--- config.mk ---
export PLATFORM = sky130hd
export DESIGN_NAME = phase_timer_bank
export DESIGN_NICKNAME = d
export VERILOG_FILES = /design/src/rtl/phase_timer_bank.sv
export SDC_FILE = /design/constraint.sdc
export NUM_CORES = 1
export LEC_CHECK = 0
export CAP_MARGIN = 20
export CORE_ASPECT_RATIO = 1.5
export CORE_MARGIN = 5
export CORE_UTILIZATION = 30
export CTS_BUF_LIST = sky130_fd_sc_hd__clkbuf_16
export DETAILED_ROUTE_END_ITERATION = 10
export PLACE_DENSITY = 0.62
export SLEW_MARGIN = 40
export SYNTH_ARGS = -nofsm -noshare
export SYNTH_HDL_FRONTEND = slang
export SYNTH_HIERARCHICAL = 1
export SYNTH_SLANG_ARGS = --single-unit
--- constraint.sdc ---
create_clock -name i_clk -period 4.2 [get_ports i_clk]
set_clock_uncertainty 0.15 [all_clocks]
set_input_delay 0.84 -clock i_clk [delete_from_list [all_inputs] [get_ports i_clk]]
set_output_delay 0.84 -clock i_clk [all_outputs]
set_load 0.01 [all_outputs]
--- src/rtl/phase_timer_bank.sv ---
// Bank of independent down-counting timer channels with one-shot or auto-reload
// modes, a global emergency preset and a registered 1->0 expiry pulse.

module phase_timer_chan #(
  parameter int BIT_WIDTH = 6,
  parameter int EMG_VALUE = 2**BIT_WIDTH-1
) (
  input  logic                 i_clk,
  input  logic                 i_resetN,
  input  logic                 i_enable,
  input  logic                 i_load,
  input  logic [BIT_WIDTH-1:0] i_loadIn,
  input  logic                 i_reloadMode,
  input  logic                 i_emgLoad,
  output logic [BIT_WIDTH-1:0] o_count,
  output logic                 o_expired
);
  localparam logic [BIT_WIDTH-1:0] EMG = BIT_WIDTH'(EMG_VALUE);
  localparam logic [BIT_WIDTH-1:0] ONE = BIT_WIDTH'(1);

  logic [BIT_WIDTH-1:0] r_count;
  logic [BIT_WIDTH-1:0] r_reload;
  logic                 r_expired;

  always_ff @(posedge i_clk) begin
    if (!i_resetN) begin
      r_count   <= '0;
      r_reload  <= '0;
      r_expired <= 1'b0;
    end else if (i_emgLoad) begin
      r_count   <= EMG;
      r_expired <= 1'b0;
    end else if (i_load) begin
      r_count   <= i_loadIn;
      r_reload  <= i_loadIn;
      r_expired <= 1'b0;
    end else if (i_enable) begin
      if (r_count > ONE) begin
        r_count   <= r_count - ONE;
        r_expired <= 1'b0;
      end else if (r_count == ONE) begin
        r_count   <= '0;
        r_expired <= 1'b1;
      end else begin
        // At zero: one-shot saturates, auto-reload restarts the period.
        if (i_reloadMode) r_count <= r_reload;
        r_expired <= 1'b0;
      end
    end else begin
      r_expired <= 1'b0;
    end
  end

  assign o_count   = r_count;
  assign o_expired = r_expired;
endmodule

module phase_timer_bank #(
  parameter int BIT_WIDTH = 6,
  parameter int CHANNELS  = 4,
  parameter int EMG_VALUE = 2**BIT_WIDTH-1
) (
  input  logic                          i_clk,
  input  logic                          i_resetN,
  input  logic [CHANNELS-1:0]           i_enable,
  input  logic [CHANNELS-1:0]           i_load,
  input  logic [CHANNELS*BIT_WIDTH-1:0] i_loadIn,
  input  logic [CHANNELS-1:0]           i_reloadMode,
  input  logic                          i_emgLoad,
  output logic [CHANNELS*BIT_WIDTH-1:0] o_currentCount,
  output logic [CHANNELS-1:0]           o_isZero,
  output logic [CHANNELS-1:0]           o_expired,
  output logic                          o_anyExpired
);
  logic [CHANNELS-1:0][BIT_WIDTH-1:0] w_count;
  logic [CHANNELS-1:0]                w_expired;

  for (genvar g = 0; g < CHANNELS; g++) begin : g_chan
    phase_timer_chan #(
      .BIT_WIDTH (BIT_WIDTH),
      .EMG_VALUE (EMG_VALUE)
    ) u_chan (
      .i_clk        (i_clk),
      .i_resetN     (i_resetN),
      .i_enable     (i_enable[g]),
      .i_load       (i_load[g]),
      .i_loadIn     (i_loadIn[g*BIT_WIDTH +: BIT_WIDTH]),
      .i_reloadMode (i_reloadMode[g]),
      .i_emgLoad    (i_emgLoad),
      .o_count      (w_count[g]),
      .o_expired    (w_expired[g])
    );
    assign o_isZero[g] = (w_count[g] == '0);
  end

  assign o_currentCount = w_count;
  assign o_expired      = w_expired;
  assign o_anyExpired   = |w_expired;
endmodule

* Word level (Yosys, flattened, before mapping)
Index checks and enable logic that the tools add are counted. W data, S select, Z words.
Storage, ports and cells: register bits after elaboration 52, output and inout port bits 33
Operators by class: $add $sub $neg 4, order comparisons 4, eq/ne operators 4, mux-type cells 28, bitwise gates (word level) 6, reductions and logical operators 25
Operator list (number):
- $mux W6 | 24
- $eq A6 B1 Y1 const B | 4
- $gt A6 B1 Y1 const B | 4
- $logic_not A6 Y1 | 4
- $sub A6 B1 Y6 const B | 4
- $reduce_bool A5 Y1 | 4
- $reduce_or A5 Y1 | 4
- $reduce_and A2 Y1 | 8
- $reduce_bool A3 Y1 | 4
- $not A1 Y1 | 6
- $mux W1 | 4
- $reduce_or A4 Y1 | 1

* Depth between registers and ports, before layout
Gate-level depths: netlist (run 1).
depth after elaboration 6, gate-level depth with buffers 7, depth with buffers taken out 6

* Modules after synthesis
The synthesis (run 1) kept the hierarchy.
By module, submodules not included:
- phase_timer_chan at g_chan[0].u_chan ... | times used 3, cells each 95, area each 767.0 um^2, seq. area each 260.2 um^2
- phase_timer_chan at g_chan[3].u_chan | times used 1, cells each 90, area each 758.2 um^2, seq. area each 260.2 um^2
- phase_timer_bank | times used 1, cells each 9, area each 92.6 um^2, seq. area each 0.0 um^2

* Worst setup path after synthesis (run 1)
Ideal clock, no wire load.
path type register to output, start point reg g_chan[3].u_chan.r_count[3], end point out o_isZero[3], arrival time 1105 ps, setup slack 2105 ps, cell stages (with the launch flop) 3, path through dfxtp_1 -> or4_4 -> nor3_2
On the way: word-level cells in the longest chain between the ends 1
Ends and longest elaborated chain:
- start, declared | RTL line 21 | logic [BIT_WIDTH-1:0] r_count;
- start signal, assigned | RTL line 34 | r_count <= i_loadIn;
- start signal, assigned | RTL line 39 | r_count <= r_count - ONE;
- start signal, assigned | RTL line 46 | if (i_reloadMode) r_count <= r_reload;
- $logic_not A6 Y1 | RTL line 93 | assign o_isZero[g] = (w_count[g] == '0);
- end, declared | RTL line 71 | output logic [CHANNELS-1:0] o_isZero,
Every way passes these cells.

* Final worst setup path (run 1)
start point reg g_chan[2].u_chan.r_count[3], end point out o_isZero[2]
On the way: word-level cells in the longest chain between the ends 1
Ends and longest elaborated chain (RTL line):
- start, declared | 21
- start signal, assigned | 34
- start signal, assigned | 39
- start signal, assigned | 46
- $logic_not A6 Y1 | 93
Every way passes these cells.

==> results of run 1 <==
-- layer usage --
metal	vias to the layer above	share of wire, %	GRT usage (%)
met1	1462	40	16.2
li1	1546	-	-
met3	15	4.4	2.67
met5	-	0	0
met2	83	54	26.6
met4	0	2.1	5.94
-- critical path, delay by kind of cell, from the launching register on --
family	cells	cell delay, ns
AND/OR/NAND/NOR	2	0.70
buffers and inverters	1	0.57
flip-flops	1	0.42
-- cells by family after synthesis --
kind of cell / share of synthesized area, %
AOI/OAI and AO/OA: 30.4
DFF: 33.0
adders and majority gates: 3.18
buffers and inverters: 5.48
and+or+nand+nor: 27.9
-- cell usage after synthesis (9+ instances only) --
| master | number |
|---|---|
| clkbuf_1 | 10 |
| inv_1 | 21 |
| nand2_1 | 48 |
| nand2b_1 | 16 |
| a22o_1 | 10 |
| a21boi_0 | 24 |
| dfxtp_1 | 52 |
| a31oi_1 | 20 |
| or2_2 | 9 |
| o21ai_0 | 13 |
| nor2_1 | 31 |
| nor2b_1 | 15 |
| a32o_1 | 12 |
-- power groups by stage --
stage                     sequential (W)  clock, W  combinational (W)
after floorplan                 0.000588         0           0.000203
after global placement          0.000603         0           0.000333
after detailed placement        0.000603         0           0.000337
after CTS                       0.000591  0.000427           0.000339
after global routing            0.000601  0.000449           0.000372
final                           0.000593  0.000416           0.000337
-- through the flow --
step,setup WS (ns),instances,power (W)
2_1_floorplan,2.11,384,0.000791
3_3_place_gp,1.16,579,0.000936
3_5_place_dp,1.09,579,0.000940
4_1_cts,1.21,587,0.00136
5_1_grt,1.15,587,0.00142
6_report,1.23,587,0.00135
-- sequential cells by signal, indices dropped and copies added (netlist names) --
name,cells
g_chan.u_chan/o_expired,4
g_chan.u_chan/r_reload,24
g_chan.u_chan/o_count,24
-- how the worst max path moves through the flow --
stage,to,slack (ns),cells past startpoint
6_report,o_isZero[2],1.23,3
5_1_grt,o_isZero[2],1.15,3
4_1_cts,o_isZero[2],1.21,3
3_5_place_dp,g_chan[3].u_chan/o_count[3],1.09,4
3_3_place_gp,g_chan[3].u_chan/o_count[3],1.16,4
2_1_floorplan,o_isZero[3],2.11,2
-- layout make-up --
class | count | area, sq um
clock buffer | 5 | 125
tap | 141 | 176
multi-input combinational | 293 | 1940
sequential | 52 | 1040
timing repair buffer | 72 | 708
inverter | 21 | 78.8
fill | 1070 | 6100
clock inverter | 3 | 23.8
==> results.sh, run 1 <==
export IMPL_wire_per_inst_um=15.2
export IMPL_worstMarginPinSlew_ns=0.726
export IMPL_r2r_setup_slack_ns=2.16
export IMPL_r2r_start="g_chan[1].u_chan/o_count[1]"
export IMPL_io_buffer_count=71
export IMPL_setup_viol=0
export IMPL_pwr_share_clk_pct=30.9
export IMPL_grt_pass1_vias=3042
export IMPL_post_cts_buffers=0
export IMPL_drive_gt1_share_pct=8.74
export IMPL_finalWirelength_um=8920
export IMPL_p_sw_w=0.000419
export IMPL_final_cell_area_sq_um=4090
export IMPL_drtPass1Iterations=5
export IMPL_hold_slack_ns=0.314
export IMPL_cts_root_buf="clkbuf_16"
export IMPL_cts_resized=0
export IMPL_dr_total_vias=3106
export IMPL_finalHoldViolCount=0
export IMPL_coreArea_sq_um=10200
export IMPL_crit_chain="or4_4 -> nor3_2 -> clkdlybuf4s50_1"
export IMPL_nets=492
export IMPL_num_rows=45
export IMPL_min_delay_worst_endpoint="g_chan[1].u_chan/r_reload[4]"
export IMPL_rsz0062_at_grt="no"
export IMPL_status="finished, final reports clean"
export IMPL_end_kind="primary output"
export IMPL_synth_edf_count=0
export IMPL_sequentialPowerShare_pct=44.1
export IMPL_netlist_instances=384
export IMPL_areaGrowthSynthToFinish_pct=29.8
export IMPL_fin_crit_sh_pct=70.8
export IMPL_synth_area_top_cells="dfxtp_1 33%, a21boi_0 5.7%, nand2_1 5.7%"
export IMPL_holdPathStages=2
export IMPL_slowest_delay_ns=0.57
export IMPL_hp_class="flop to flop"
export IMPL_path_class="flop to primary output"
export IMPL_path_clk_slew_ns=0.07
export IMPL_grt_first_pass_wirelength_um=15000
export IMPL_cpMaxStageDelayCell="or4_4"
export IMPL_detail_route_antenna_nets=0
export IMPL_layout_common_cells="69 x clkdlybuf4s50_1, 52 x dfxtp_1, 48 x nand2_1"
export IMPL_gr_total_overflow=0
export IMPL_cts_made_buffers=5
export IMPL_p_per_area_nw_per_um2=329
export IMPL_die_area_sq_um=12700
export IMPL_die_w_um=93.7
export IMPL_r2r_worst_path_cells=5
export IMPL_num_antenna_cells=0
export IMPL_synth_top_area_cell="dfxtp_1"
export IMPL_synth_top_area_share_pct=33.0
export IMPL_power_share_switching_pct=31.1
export IMPL_start_util_pct=30.9
export IMPL_seq_area_frac_synth_pct=33.0
export IMPL_drtIter0Drc=191
export IMPL_ir_worst_vdd_uv=138
export IMPL_synth_fp_nets=431
export IMPL_worstPathMaxFanout=10
export IMPL_grt_max_degree=30
export IMPL_clk_latency_ns=0.30
export IMPL_hpwl_um=6850
export IMPL_cts_sink_count=52
export IMPL_ys_types=41
export IMPL_cts_tree="done"
export IMPL_cts_buffer_depth=2
export IMPL_antenna_found_initial=0
export IMPL_rr_endpoint="g_chan[1].u_chan/o_count[1]"
export IMPL_ys_async_sr_fraction_pct=0
export IMPL_crit_start="g_chan[2].u_chan/o_count[3]"
export IMPL_internal_power_w=0.000927
export IMPL_syn_cell_area_sq_um=3150
export IMPL_p_comb_share_pct=25.0
export IMPL_cp_arrival_ns=1.98
export IMPL_pin_count=72
export IMPL_die_h_um=136
export IMPL_drc=0
export IMPL_cts_htree_levels=2
export IMPL_place_area_sq_um=3950
export IMPL_ys_ff_latch=52
export IMPL_grt_use_total_pct=14.5
export IMPL_period_minus_slack_ns=2.97
export IMPL_hold_path_startpoint="g_chan[1].u_chan/r_reload[4]"
export IMPL_synth_warning_count=6
export IMPL_viasPerCell=5.29
export IMPL_cp_start_kind="flop"
export IMPL_avgSynthCellArea_sq_um=8.21
export IMPL_final_common_cell="clkdlybuf4s50_1"
export IMPL_gp_congestion=0.846
export IMPL_synth_flop_cell="dfxtp_1"
export IMPL_cellLeakagePower_nw=1.46
export IMPL_fin_util_pct=40.1
export IMPL_relSlewSlack_pct=51.2
export IMPL_fmax_mhz=336
export IMPL_drv_cap=0
export IMPL_worstPathRequired_ns=3.21
export IMPL_fin_setup_tns_ns=0
export IMPL_holdBufCountCts=0
export IMPL_drv_slew=0
(Power assumes the default switching activity.)
==> inputs of run 2 (changes only) <==
--- a/config.mk
+++ b/config.mk
@@ -11,7 +11,7 @@
 export CORE_UTILIZATION = 30
 export CTS_BUF_LIST = sky130_fd_sc_hd__clkbuf_16
 export DETAILED_ROUTE_END_ITERATION = 10
-export PLACE_DENSITY = 0.62
+export PLACE_DENSITY = 0.64
 export SLEW_MARGIN = 40
 export SYNTH_ARGS = -nofsm -noshare
 export SYNTH_HDL_FRONTEND = slang
==> constraint.sdc (replaced) <==
create_clock -name i_clk -period 2.5 [get_ports i_clk]
set_clock_uncertainty 0.15 [all_clocks]
set_input_delay 0.5 -clock i_clk [delete_from_list [all_inputs] [get_ports i_clk]]
set_output_delay 0.5 -clock i_clk [all_outputs]
set_load 0.01 [all_outputs]
==> results.sh, run 2 (synthesis gave the netlist of run 1 again) <==
export IMPL_status="finished, final reports clean"
export IMPL_cts_htree_levels=2
export IMPL_worstPathRequired_ns=1.85
export IMPL_nets=512
export IMPL_grt_pass1_vias=3104
export IMPL_gr_usage_met1_pct=15.7
export IMPL_fin_crit_sh_pct=97.9
export IMPL_r2r_setup_slack_ns=0.42
export IMPL_num_antenna_cells=0
export IMPL_dr_total_vias=3207
export IMPL_die_h_um=136
export IMPL_gr_max_usage_layer="met2"
export IMPL_die_w_um=93.7
export IMPL_clk_latency_ns=0.29
export IMPL_finalWorstSetupSlack_ns=0.0517
export IMPL_post_cts_buffers=0
export IMPL_coreArea_sq_um=10200
export IMPL_num_rows=45
export IMPL_setup_viol=0
export IMPL_end_kind="primary output"
export IMPL_cp_arrival_ns=1.80
export IMPL_fmax_mhz=408
export IMPL_sequentialPowerShare_pct=41.9
export IMPL_p_total_w=0.00227
export IMPL_drv_cap=0
export IMPL_drive_gt1_share_pct=12.0
export IMPL_p_comb_share_pct=29.0
export IMPL_antenna_found_initial=0
export IMPL_path_class="flop to primary output"
export IMPL_start_util_pct=30.9
export IMPL_power_share_switching_pct=30.3
export IMPL_gr_usage_met2_pct=26.9
export IMPL_ir_worst_vdd_uv=242
export IMPL_cellLeakagePower_nw=1.59
export IMPL_worstMarginPinSlew_ns=0.658
export IMPL_viasPerCell=5.29
export IMPL_gp_congestion=0.942
export IMPL_pwr_share_clk_pct=29.1
export IMPL_grt_use_total_pct=14.5
export IMPL_worstPathMaxFanout=2
export IMPL_areaGrowthSynthToFinish_pct=35.3
export IMPL_finalNonFillerCells=606
export IMPL_relSlewSlack_pct=55.8
export IMPL_cts_made_buffers=5
export IMPL_p_sw_w=0.000690
export IMPL_fin_setup_tns_ns=0
export IMPL_drv_slew=0
export IMPL_dp_cells=599
export IMPL_drc=0
export IMPL_cts_buffer_depth=2
export IMPL_layout_common_cells="68 x clkdlybuf4s50_1, 50 x dfxtp_1, 48 x nand2_1"
export IMPL_grt_max_degree=37
export IMPL_wire_per_inst_um=14.9
export IMPL_gr_total_overflow=0
export IMPL_hpwl_um=6960
export IMPL_period_minus_slack_ns=2.45
export IMPL_detail_route_antenna_nets=0
export IMPL_rsz0062_at_grt="no"
export IMPL_finalWirelength_um=9050
export IMPL_pin_count=72
export IMPL_p_per_area_nw_per_um2=533
export IMPL_cts_sink_count=52
export IMPL_globalRouteMet3Util_pct=2.67
export IMPL_path_clk_slew_ns=0.07
export IMPL_cp_start_kind="flop"
export IMPL_final_common_cell="clkdlybuf4s50_1"
export IMPL_io_buffer_count=71
export IMPL_cts_tree="done"
export IMPL_dp_slack_ns=0.253
export IMPL_grt_first_pass_wirelength_um=14900
export IMPL_die_area_sq_um=12700
export IMPL_cts_root_buf="clkbuf_16"
export IMPL_finalHoldViolCount=0
export IMPL_drtIter0Drc=140
export IMPL_drtPass1Iterations=4
export IMPL_internal_power_w=0.00158
export IMPL_hold_slack_ns=0.308
export IMPL_hp_class="flop to flop"
run 2: cell types whose count changed in the layout (fill, tap and decap cells not counted), sizes merged:
cell	delta
buf	+18
clkinvlp	-2
dlygate4sd2	+2
clkdlybuf4s50	-1
clkinv	+1
dlymetal6s2s	+1
run 2: path summary, 6_finish.rpt:
| path | startpoint | end | depth (start not counted) |
|---|---|---|---|
| setup / recovery | g_chan[3].u_chan/o_count[3] | o_isZero[3] | 3 |
| hold / removal | g_chan[1].u_chan/r_reload[2] | g_chan[1].u_chan/r_reload[2] | 2 |
| setup reg to reg | g_chan[1].u_chan/o_count[1] | g_chan[1].u_chan/o_count[5] | 5 |
| hold reg to reg | g_chan[1].u_chan/r_reload[2] | g_chan[1].u_chan/r_reload[2] | 2 |
run 2: metrics by stage:
stage               utilization [%]  area (sq um)
finish                         41.8          4260
floorplan                         -          3150
global route                   41.8          4260
detailed placement             40.5          4130
CTS                            41.8          4260
global placement               40.5          4130
run 2: area by class of cell:
class | count | area [sq um]
multi-input combinational | 293 | 1940
clock buffer | 5 | 125
timing repair buffer | 92 | 893
inverter | 21 | 78.8
sequential | 52 | 1040
tap | 141 | 176
clock inverter | 2 | 7.51
fill | 1024 | 5930
run 2: metal layers:
layer  vias up  part of all wire (%)
li1       1588                     -
met1      1488                    40
met2       111                    52
met3        20                   5.0
met4         0                   2.8
met5         -                     0
run 2: critical path, stage by stage, from the launching register on:
cell and delay, ns:
dfxtp_1 0.32, or4_4 0.52, nor3_2 0.11, clkdlybuf4s50_1 0.56
run 2: power by group through the flow:
stage          clock, W  combinational (W)  sequential (W)
6_report       0.000662           0.000659        0.000952
4_1_cts        0.000691           0.000660        0.000951
5_1_grt        0.000726           0.000722        0.000961
3_5_place_dp          0           0.000659        0.000969
2_1_floorplan         0           0.000340        0.000988
3_3_place_gp          0           0.000653        0.000967
run 2: what timing repair did:
item / in CTS / in global routing
endpoints found under the setup margin: 2 / 1
pin swaps: 0 / 0
hold buffers: 0 / 0
resized for setup: 4 / 1
==> inputs of run 3 (changes only) <==
--- a/config.mk
+++ b/config.mk
@@ -9,7 +9,7 @@
 export CORE_ASPECT_RATIO = 1.5
 export CORE_MARGIN = 5
 export CORE_UTILIZATION = 30
-export CTS_BUF_LIST = sky130_fd_sc_hd__clkbuf_16
+export CTS_CLUSTER_SIZE = 40
 export DETAILED_ROUTE_END_ITERATION = 10
 export PLACE_DENSITY = 0.64
 export SLEW_MARGIN = 40
==> results.sh, run 3 (synthesis gave the netlist of run 1 again) <==
export IMPL_die_area_sq_um=12700
export IMPL_drc=0
export IMPL_gr_total_overflow=0
export IMPL_cp_arrival_ns=1.80
export IMPL_r2r_worst_path_cells=5
export IMPL_areaGrowthSynthToFinish_pct=35.9
export IMPL_p_comb_share_pct=28.2
export IMPL_start_util_pct=30.9
export IMPL_io_buffer_count=71
export IMPL_sequentialPowerShare_pct=40.8
export IMPL_die_w_um=93.7
export IMPL_p_per_area_nw_per_um2=544
export IMPL_finalWirelength_um=9020
export IMPL_drtIter0Drc=136
export IMPL_drv_cap=0
export IMPL_pwr_share_clk_pct=31.0
export IMPL_cp_start_kind="flop"
export IMPL_hpwl_um=6960
export IMPL_setup_viol=0
export IMPL_rr_endpoint="g_chan[1].u_chan/o_count[5]"
export IMPL_r2r_start="g_chan[1].u_chan/o_count[1]"
export IMPL_cpMaxStageDelayCell="clkdlybuf4s50_1"
export IMPL_antenna_found_initial=0
export IMPL_path_clk_slew_ns=0.07
export IMPL_hold_path_startpoint="g_chan[1].u_chan/r_reload[2]"
export IMPL_ir_worst_vdd_uv=253
export IMPL_cellLeakagePower_nw=1.60
export IMPL_viasPerCell=5.29
export IMPL_detail_route_antenna_nets=0
export IMPL_grt_first_pass_wirelength_um=15000
export IMPL_cts_root_buf="clkbuf_16"
export IMPL_coreArea_sq_um=10200
export IMPL_worstPathRequired_ns=1.85
export IMPL_status="finished, final reports clean"
export IMPL_slowest_delay_ns=0.56
export IMPL_grt_pass1_vias=3098
export IMPL_worstMarginPinSlew_ns=0.674
export IMPL_hp_class="flop to flop"
export IMPL_min_delay_worst_endpoint="g_chan[1].u_chan/r_reload[2]"
export IMPL_fin_crit_sh_pct=98.0
export IMPL_final_common_cell="clkdlybuf4s50_1"
export IMPL_crit_chain="or4_4 -> nor3_2 -> clkdlybuf4s50_1"
export IMPL_end_kind="primary output"
export IMPL_dp_cells=599
export IMPL_cts_sink_count=52
export IMPL_rsz0062_at_grt="no"
export IMPL_drtPass1Iterations=4
export IMPL_relSlewSlack_pct=54.6
export IMPL_drive_gt1_share_pct=12.5
export IMPL_finalHoldViolCount=0
export IMPL_nets=512
export IMPL_grt_max_degree=37
export IMPL_finalNonFillerCells=606
export IMPL_power_share_switching_pct=29.5
export IMPL_die_h_um=136
export IMPL_holdBufCountCts=0
export IMPL_cts_made_buffers=5
export IMPL_fin_setup_tns_ns=0
export IMPL_fillers=1020
export IMPL_gp_congestion=0.942
export IMPL_cts_buffer_depth=2
export IMPL_pin_count=72
export IMPL_dr_total_vias=3204
export IMPL_grt_use_total_pct=14.6
export IMPL_num_antenna_cells=0
export IMPL_path_class="flop to primary output"
export IMPL_layout_common_cells="68 x clkdlybuf4s50_1, 50 x dfxtp_1, 48 x nand2_1"
export IMPL_internal_power_w=0.00164
export IMPL_cts_htree_levels=2
export IMPL_wire_per_inst_um=14.9
export IMPL_drv_slew=0
export IMPL_holdPathStages=2
export IMPL_post_cts_buffers=0
export IMPL_fmax_mhz=408
export IMPL_p_sw_w=0.000687
export IMPL_r2r_setup_slack_ns=0.42
export IMPL_worstPathMaxFanout=2
export IMPL_num_rows=45
export IMPL_cts_tree="done"
export IMPL_clk_latency_ns=0.29
export IMPL_period_minus_slack_ns=2.45
[run 3: cell count changes in the layout (fill, tap and decap cells not counted)]
cell and delta:
clkbuf_8 +2, clkinv_1 -2
[run 3: metal layers]
metal	vias to the layer above	wire length [um]	track usage, %	share of wire (%)
met4	0	214	6.18	2.4
met1	1487	3540	15.7	39
met2	108	4810	27.2	53
met3	17	460	2.67	5.1
li1	1592	-	-	-
met5	-	0	0	0
[run 3: how the worst max path moves through the flow]
stage	from	endpoint	depth (start not counted)
finish	g_chan[3].u_chan/o_count[3]	o_isZero[3]	3
CTS	g_chan[2].u_chan/o_count[3]	o_isZero[2]	3
floorplan	g_chan[1].u_chan/o_count[2]	g_chan[1].u_chan/o_count[1]	5
global route	g_chan[3].u_chan/o_count[3]	o_isZero[3]	3
detailed placement	g_chan[0].u_chan/o_count[5]	o_isZero[0]	3
global placement	g_chan[0].u_chan/o_count[5]	o_isZero[0]	3
[run 3: critical path: cells and delay by family (launching register included)]
kind / cells / cell delay (ns)
buffers and inverters: 1 / 0.56
flip-flops: 1 / 0.32
AND/OR/NAND/NOR: 2 / 0.63
[run 3: area by class of cell]
class	count	area, sq um	share of cell area (%)
multi-input combinational	293	1940	45.3
sequential	52	1040	24.4
timing repair buffer	92	893	20.9
tap	141	176	4.12
clock buffer	7	153	3.56
inverter	21	78.8	1.84
[run 3: what timing repair did]
| action | CTS | global route |
|---|---|---|
| hold endpoints to repair | 0 | 0 |
| cloned | 0 | 0 |
| setup endpoints to repair | 2 | 1 |
| gates resized for setup | 4 | 1 |
[run 3: power by group through the flow]
| stage | clock [W] | combinational (W) | sequential, W |
|---|---|---|---|
| finish | 0.000722 | 0.000658 | 0.000952 |
| global route | 0.000783 | 0.000723 | 0.000961 |
| CTS | 0.000757 | 0.000661 | 0.000951 |
| detailed placement | 0 | 0.000659 | 0.000969 |
| global placement | 0 | 0.000653 | 0.000967 |
| floorplan | 0 | 0.000340 | 0.000988 |
[run 3: metrics by stage]
| stage | total power (W) | instance area, sq um | hold slack, ns | util, % | worst slack [ns] |
|---|---|---|---|---|---|
| floorplan | 0.00133 | 3150 | 0.289 | - | 0.600 |
| global placement | 0.00162 | 4130 | 0.296 | 40.5 | 0.258 |
| detailed placement | 0.00163 | 4130 | 0.302 | 40.5 | 0.253 |
| CTS | 0.00237 | 4280 | 0.312 | 42.0 | 0.0174 |
| global route | 0.00247 | 4280 | 0.328 | 42.0 | 0.00276 |
| finish | 0.00233 | 4280 | 0.308 | 42.0 | 0.0507 |
